File: src/rtl/wb_pkg.sv
// Shared types and constants for the MEM/WB writeback skid buffer.
// wb_entry_t is sized from the package defaults.
package wb_pkg;
  localparam int DATA_W = 64;
  localparam int REG_W  = 5;
  localparam logic [REG_W-1:0] XZR_IDX = 5'd31;

  typedef struct packed {
    logic [DATA_W-1:0] alu;
    logic [DATA_W-1:0] mem;
    logic              memtoreg;
    logic              regwrite;
    logic [REG_W-1:0]  rd;
  } wb_entry_t;

  // Register-file write enable: valid entry, writes enabled, not the zero register.
  function automatic logic wb_qual_we(input wb_entry_t e, input logic v);
    return v & e.regwrite & (e.rd != XZR_IDX);
  endfunction
endpackage

File: src/rtl/mem_wb_skid.sv
// MEM/WB pipeline register with a one-entry skid.
// in_ready is derived only from state, so out_ready never reaches it combinationally.
module mem_wb_skid
  import wb_pkg::*;
#(
  parameter int DATA_W = wb_pkg::DATA_W,
  parameter int REG_W  = wb_pkg::REG_W
) (
  input  logic                clk,
  input  logic                reset_n,
  input  logic                in_valid,
  output logic                in_ready,
  input  logic [DATA_W-1:0]   in_alu,
  input  logic [DATA_W-1:0]   in_mem,
  input  logic                in_memtoreg,
  input  logic                in_regwrite,
  input  logic [REG_W-1:0]    in_rd,
  input  logic                flush,
  output logic                out_valid,
  input  logic                out_ready,
  output logic [2*DATA_W-1:0] wb_bus,
  output logic                wb_sel,
  output logic                wb_regwrite,
  output logic [REG_W-1:0]    wb_rd
);

  wb_entry_t r_head, r_skid;
  wb_entry_t w_head_nx, w_skid_nx, w_in_entry;
  logic      r_head_v, r_skid_v, r_wb_regwrite;
  logic      w_head_v_nx, w_skid_v_nx, w_push, w_pop;

  assign w_push = in_valid & ~r_skid_v;
  assign w_pop  = r_head_v & out_ready;

  // Pack the incoming fields into an entry.
  always_comb begin
    w_in_entry          = '0;
    w_in_entry.alu      = in_alu;
    w_in_entry.mem      = in_mem;
    w_in_entry.memtoreg = in_memtoreg;
    w_in_entry.regwrite = in_regwrite;
    w_in_entry.rd       = in_rd;
  end

  // Next-state for head and skid; a free head refills from skid before the input.
  always_comb begin
    w_head_nx   = r_head;
    w_skid_nx   = r_skid;
    w_head_v_nx = r_head_v;
    w_skid_v_nx = r_skid_v;
    if (flush) begin
      w_head_v_nx = 1'b0;
      w_skid_v_nx = 1'b0;
    end else if (w_pop || !r_head_v) begin
      if (r_skid_v) begin
        w_head_nx   = r_skid;
        w_head_v_nx = 1'b1;
        w_skid_v_nx = w_push;
        if (w_push) begin
          w_skid_nx = w_in_entry;
        end else begin
          w_skid_nx = r_skid;
        end
      end else if (w_push) begin
        w_head_nx   = w_in_entry;
        w_head_v_nx = 1'b1;
      end else begin
        w_head_v_nx = 1'b0;
      end
    end else if (w_push) begin
      w_skid_nx   = w_in_entry;
      w_skid_v_nx = 1'b1;
    end else begin
      w_skid_v_nx = r_skid_v;
    end
  end

  // Storage registers; the write enable is precomputed so it leaves a flop.
  always_ff @(posedge clk or negedge reset_n) begin
    if (!reset_n) begin
      r_head        <= '0;
      r_skid        <= '0;
      r_head_v      <= 1'b0;
      r_skid_v      <= 1'b0;
      r_wb_regwrite <= 1'b0;
    end else begin
      r_head        <= w_head_nx;
      r_skid        <= w_skid_nx;
      r_head_v      <= w_head_v_nx;
      r_skid_v      <= w_skid_v_nx;
      r_wb_regwrite <= wb_qual_we(w_head_nx, w_head_v_nx);
    end
  end

  assign in_ready    = ~r_skid_v;
  assign out_valid   = r_head_v;
  assign wb_bus      = {r_head.mem, r_head.alu};
  assign wb_sel      = r_head.memtoreg;
  assign wb_rd       = r_head.rd;
  assign wb_regwrite = r_wb_regwrite;

endmodule

File: config.mk
export PLATFORM = sky130hd
export DESIGN_NAME = mem_wb_skid
export DESIGN_NICKNAME = d
export VERILOG_FILES = /design/src/rtl/wb_pkg.sv /design/src/rtl/mem_wb_skid.sv
export SDC_FILE = /design/constraint.sdc
export NUM_CORES = 1
export LEC_CHECK = 0
export ABC_AREA = 1
export ABC_CLOCK_PERIOD_IN_PS = 1600
export CORE_AREA = 3 3 171 173
export DETAILED_ROUTE_END_ITERATION = 8
export DIE_AREA = 0 0 174 176
export GPL_TIMING_DRIVEN = 0
export PLACE_DENSITY = 0.76
export SLEW_MARGIN = 20
export SYNTH_ARGS = -nofsm -noshare
export SYNTH_HDL_FRONTEND = slang
export SYNTH_SLANG_ARGS = --single-unit
File: constraint.sdc
create_clock -name clk -period 1.6 [get_ports clk]
set_clock_uncertainty 0.15 [all_clocks]
set_input_delay 0.16 -clock clk [delete_from_list [all_inputs] [get_ports clk]]
set_output_delay 0.16 -clock clk [all_outputs]
set_load 0.05 [all_outputs]
* After elaboration in Yosys (flattened, before gate mapping)
Cells that the tools add are included.
** Operators by class
- Muxes and demuxes :: 15
- Reductions and logical operators :: 6
- Equal/unequal tests :: 2
- Bitwise operators :: 6
** Operators with widths (count)
- $mux 135 :: 5
- $mux 6 :: 2
- $mux 1 :: 8
- $ne 5x5->1 const B :: 1
- $and 1x1->1 :: 4
- $reduce_and 3->1 :: 1
- $reduce_bool 3->1 :: 1
- $ne 2x2->1 const B :: 1
- $not 1->1 :: 2
- $reduce_and 2->1 :: 1
- $reduce_bool 2->1 :: 1
- $logic_not 1->1 :: 1
- $logic_or 1x1->1 :: 1
** Word-level totals
- Bits in registers :: 273
- Word-level logic and storage cells :: 42
- Bits of input ports :: 140
- Output and inout port bits :: 137

* Depth between registers and ports, before layout
- Depth in word-level cells :: 8
- Mapped depth :: 10
- Mapped depth without buffers :: 10

* Least setup slack after synthesis
Ideal clock, no wire load.
- Kind :: register -> register
- Start :: register r_head_v, in the netlist out_valid
- End :: register r_skid[2] (netlist bit)
- Arrival :: 1.526 ns
- Required time :: 1.321 ns
- Period minus slack after synthesis :: 1.805 ns
- Buffers on the path :: 2
- Path slack :: -0.205 ns
- Setup time :: 0.129 ns
- Stages on the path, launching flop included :: 8
- Path through :: dfrtp_1 > nand2_1 > inv_1 > nand4_2 > buf_2 > buf_2 > nor2_1 > a21oi_1
** Between the ends
- Word-level cells in the longest chain between the ends :: 4
- Elaborated cells on any way between the ends :: 6
- Those cells by class :: eq/ne: 1; mux: 1; bitwise: 1; reduce/logical: 3
** Ends and longest elaborated chain
- start: declaration :: RTL line mem_wb_skid.sv:29 : logic r_head_v, r_skid_v, r_wb_regwrite;
- start signal: assignment :: RTL line mem_wb_skid.sv:89 : r_head_v <= w_head_v_nx;
- $and 1x1->1 / $logic_not 1->1 (equally long branches) :: RTL line mem_wb_skid.sv:33, mem_wb_skid.sv:54
- $logic_or 1x1->1 * :: RTL line mem_wb_skid.sv:54 : end else if (w_pop || !r_head_v) begin
- $ne 2x2->1 (no source line)
- $reduce_and 2->1 (no source line)
- end signal: assignment :: RTL line mem_wb_skid.sv:88 : r_skid <= w_skid_nx;
- end: declaration :: RTL line mem_wb_skid.sv:27 : wb_entry_t r_head, r_skid;
Mark *: on every way between the ends. The rest lies on a longest branch, timed or not.
A chain may end at the register's enable or synchronous reset.

* Worst setup path in the final report
- Start :: register r_skid_v
- End :: register r_head (netlist bit wb_bus[76])
** Between the ends
- Word-level cells in the longest chain between the ends :: 4
- Elaborated cells on any way between the ends :: 5
- Those cells by class :: mux: 1; bitwise: 2; reduce/logical: 2
** Ends and longest elaborated chain
- start: declaration :: RTL line mem_wb_skid.sv:29
- start signal: assignment :: RTL line mem_wb_skid.sv:90 : r_skid_v <= w_skid_v_nx;
- $not 1->1 :: RTL line mem_wb_skid.sv:32 : assign w_push = in_valid & ~r_skid_v;
- $and 1x1->1 :: RTL line mem_wb_skid.sv:32
- $reduce_bool 2->1 (no source line)
- $reduce_and 3->1 (no source line)
- end signal: assignment :: RTL line mem_wb_skid.sv:87 : r_head <= w_head_nx;
- end: declaration :: RTL line mem_wb_skid.sv:27
Several ways; a longest one is shown, not always the timed one.

==> flow_summary_export.csv <==
group,metric,value,unit
detailed_routing,drt-vias-per-instance,4.75,
timing,setup_viol,134,
clocking,cts_sinks,273,
place,detailed_place_hpwl,24.2,mm
clocking,clock_latency,530,ps
global_route,grt_util_met1,29.9,%
detailed_routing,dr_total_vias,11100,
global_route,use_met2,37.7,%
final_layout,drive_gt1_share,26.3,%
synthesis,async_reset_ff_share,100,%
die,pin_count,277,
die,die_y,176,µm
critical_path,cpMostUsedCell,"nand2_1",
synthesis,synth_common_cells,"nand2_1, dfrtp_1, o21ai_0, inv_1, buf_4",
synthesis,synth_fp_nets,1747,
global_route,grt_antenna_before_repair,4,
synthesis,seq_area_frac_synth,53.4,%
die,core_area,27800,µm²
timing,hold_slack,10.1,ps
timing,setup_ws,-67.5,ps
place,port_buffers,276,
power,peakVddDrop,0.678,mV
die,die_w,174,µm
clocking,tritoncts,"built",
clocking,h-tree-depth,1,
die,rows,61,
synthesis,synthTopCellsByArea,"dfrtp_1, nand2_1, o21ai_0",
timing,period_minus_slack,1670,ps
status,status,"complete, but fails checks",
critical_path,arrival,1940,ps
timing,tightest_slew,470,ps
clocking,cts-root-buf,"clkbuf_16",
timing,max_slew_margin,68.6,%
timing,slew_violations,0,
global_route,track_usage,22.6,%
power,power,21300,µW
synthesis,ys_ff_latch,273,
power,powerDensity,1200,nW/µm²
die,die-area,30600,µm²
timing,finalCritPeriodShare,104,%
synthesis,synth_top_area_cell,"dfrtp_1",
detailed_routing,postRouteAntennaNets,0,
global_route,busiest_layer,"met2",
final_layout,nNetsFinal,2085,
global_route,grt_use_met3,6.22,%
timing,rsz0062_at_grt,"yes",
timing,hold_viol,0,
global_route,grt_pass1_wl,56.8,mm
critical_path,cpPeakStageDelay,360,ps
critical_path,crit_chain,"buf_6 -> clkinv_8 -> nand2_4 -> nand3_4 -> buf_12 -> buf_16 -> clkbuf_16 -> nand2_1 -> nand2_1",
job,maxCapViolations,0,
global_route,grt_max_degree,86,
synthesis,avgSynthCellArea,7.96,µm²
synthesis,ys_types,18,
clocking,cts-buffers-inserted,29,
critical_path,crit_path_top_delay_cell,"dfrtp_1",
detailed_routing,drt-total-wl,36.1,mm
detailed_routing,drtIter0Drc,674,
timing,fmax,0.600,GHz
final_layout,area_growth,38.0,%
synthesis,yosysTopAreaCellShare,53.4,%
synthesis,syn_inst,1607,
clocking,cts_max_path_buffers,3,
timing,tns,-3970,ps
hold_path,hold_path.class,"in -> async",
synthesis,synth-edff-count,0,
critical_path,worst-path-max-fanout,7,
detailed_routing,post_drt_wl_per_cell,15.4,µm
die,start_util,46.1,%
synthesis,synth_most_common_cell,"nand2_1",
status,violations,"setup timing",
critical_path,end_kind,"register",
power,p_leak,0.00948,µW
clocking,clk_pin_slew,60,ps
synthesis,ys.flop_type,"dfrtp_1",
synthesis,yosysWarnings,0,
global_route,grt-ovfl-total,0,
detailed_routing,route.detailed.drc,0,
place,gp_congestion,0.829,
global_route,grt_pass1_vias,11100,
critical_path,worstSetupPathType,"reg -> reg",
detailed_routing,first_pass_iters,7,
synthesis,synth_area,12800,µm²
critical_path,crit_required,1870,ps
critical_path,critPathLaunchType,"register",
==> worst paths after layout <==
| kind | from | to | slack [ps] | cells past startpoint |
|---|---|---|---|---|
| max in group asynchronous | reset_n | wb_bus[47]$_DFFE_PN0P_ | 160 | 4 |
| hold reg to reg | wb_bus[58]$_DFFE_PN0P_ | wb_bus[58]$_DFFE_PN0P_ | 330 | 2 |
| setup / recovery | r_skid_v$_DFFE_PN0P_ | wb_bus[76]$_DFFE_PN0P_ | -70 | 9 |
| setup reg to reg | r_skid_v$_DFFE_PN0P_ | wb_bus[76]$_DFFE_PN0P_ | -70 | 9 |
| min in group clk | in_alu[47] | r_skid[118]$_DFFE_PN0P_ | 50 | 3 |
| hold / removal | reset_n | wb_bus[76]$_DFFE_PN0P_ | 10 | 2 |
==> power breakdown <==
group          switching [µW]  internal [µW]
sequential                763           8190
clock                    2680           3930
combinational            3490           2210
total                    6930          14300
==> critical path, delay by kind of cell (launching register included) <==
kind	cells	cell delay (ps)
DFF	1	360
and+or+nand+nor	4	320
buffers and inverters	5	710
==> flip-flops by register name (all words and copies together), names as in the netlist <==
name	flops
wb_rd	5
r_skid_v	1
wb_regwrite	1
r_head	1
out_valid	1
r_skid	135
wb_sel	1
wb_bus	128
==> logic make-up after synthesis <==
| kind of cell | synth area share, % |
|---|---|
| AND/OR/NAND/NOR | 20.5 |
| buffers and inverters | 15.6 |
| flip-flops | 53.4 |
| AO/OA/AOI/OAI | 10.5 |
==> layer usage <==
metal | part of all wire [%] | vias to the layer above | wire [µm]
li1 | - | 5476 | -
met1 | 42 | 5225 | 15300
met2 | 48 | 383 | 17400
met3 | 7.6 | 56 | 2760
met4 | 1.5 | 8 | 557
met5 | 0.13 | - | 48
==> layout by cell type (no fill, tap or decap), drive strengths merged <==
cell type,Yosys,routed
nand2,682,682
buf,183,352
dfrtp,273,273
o21ai,267,267
inv,153,152
clkdlybuf4s50,0,138
clkbuf,36,78
clkinv,0,6
nand3,5,5
nor2,5,5
bufinv,0,2
diode,0,1
a21boi,1,1
nand4,1,1
a21oi,1,1
clkinvlp,0,1
dlygate4sd3,0,1
clkdlybuf4s15,0,1
==> metrics by stage <==
| stage | worst slack (ps) | util (%) | instance area [µm²] | std cells |
|---|---|---|---|---|
| floorplan | 16.6 | - | 12800 | 1607 |
| global placement | -12460 | 57.8 | 16100 | 2261 |
| detailed placement | -704 | 58.1 | 16100 | 2264 |
| CTS | -107 | 60.8 | 16900 | 2329 |
| global route | -127 | 63.5 | 17700 | 2344 |
| finish | -67.5 | 63.6 | 17700 | 2345 |
==> repair_timing <==
action,CTS,global route
hold buffers,1,0
endpoints found under the setup margin,403,373
resized for setup,807,255
pin swaps,3,29
setup buffers,10,5
hold endpoints to repair,188,0
gates cloned,4,12
==> area by class of cell <==
| cell class | count | area (µm²) |
|---|---|---|
| Timing Repair Buffer | 311 | 2740 |
| Tap cell | 378 | 473 |
| Inverter | 153 | 587 |
| Clock buffer | 44 | 842 |
| Multi-Input combinational cell | 962 | 4270 |
| Clock inverter | 8 | 96.3 |
| Sequential cell | 273 | 6830 |
| Fill cell | 2380 | 10100 |
| Buffer | 215 | 1820 |
| Antenna cell | 1 | 2.50 |
Power figures use the tool's default switching activity.
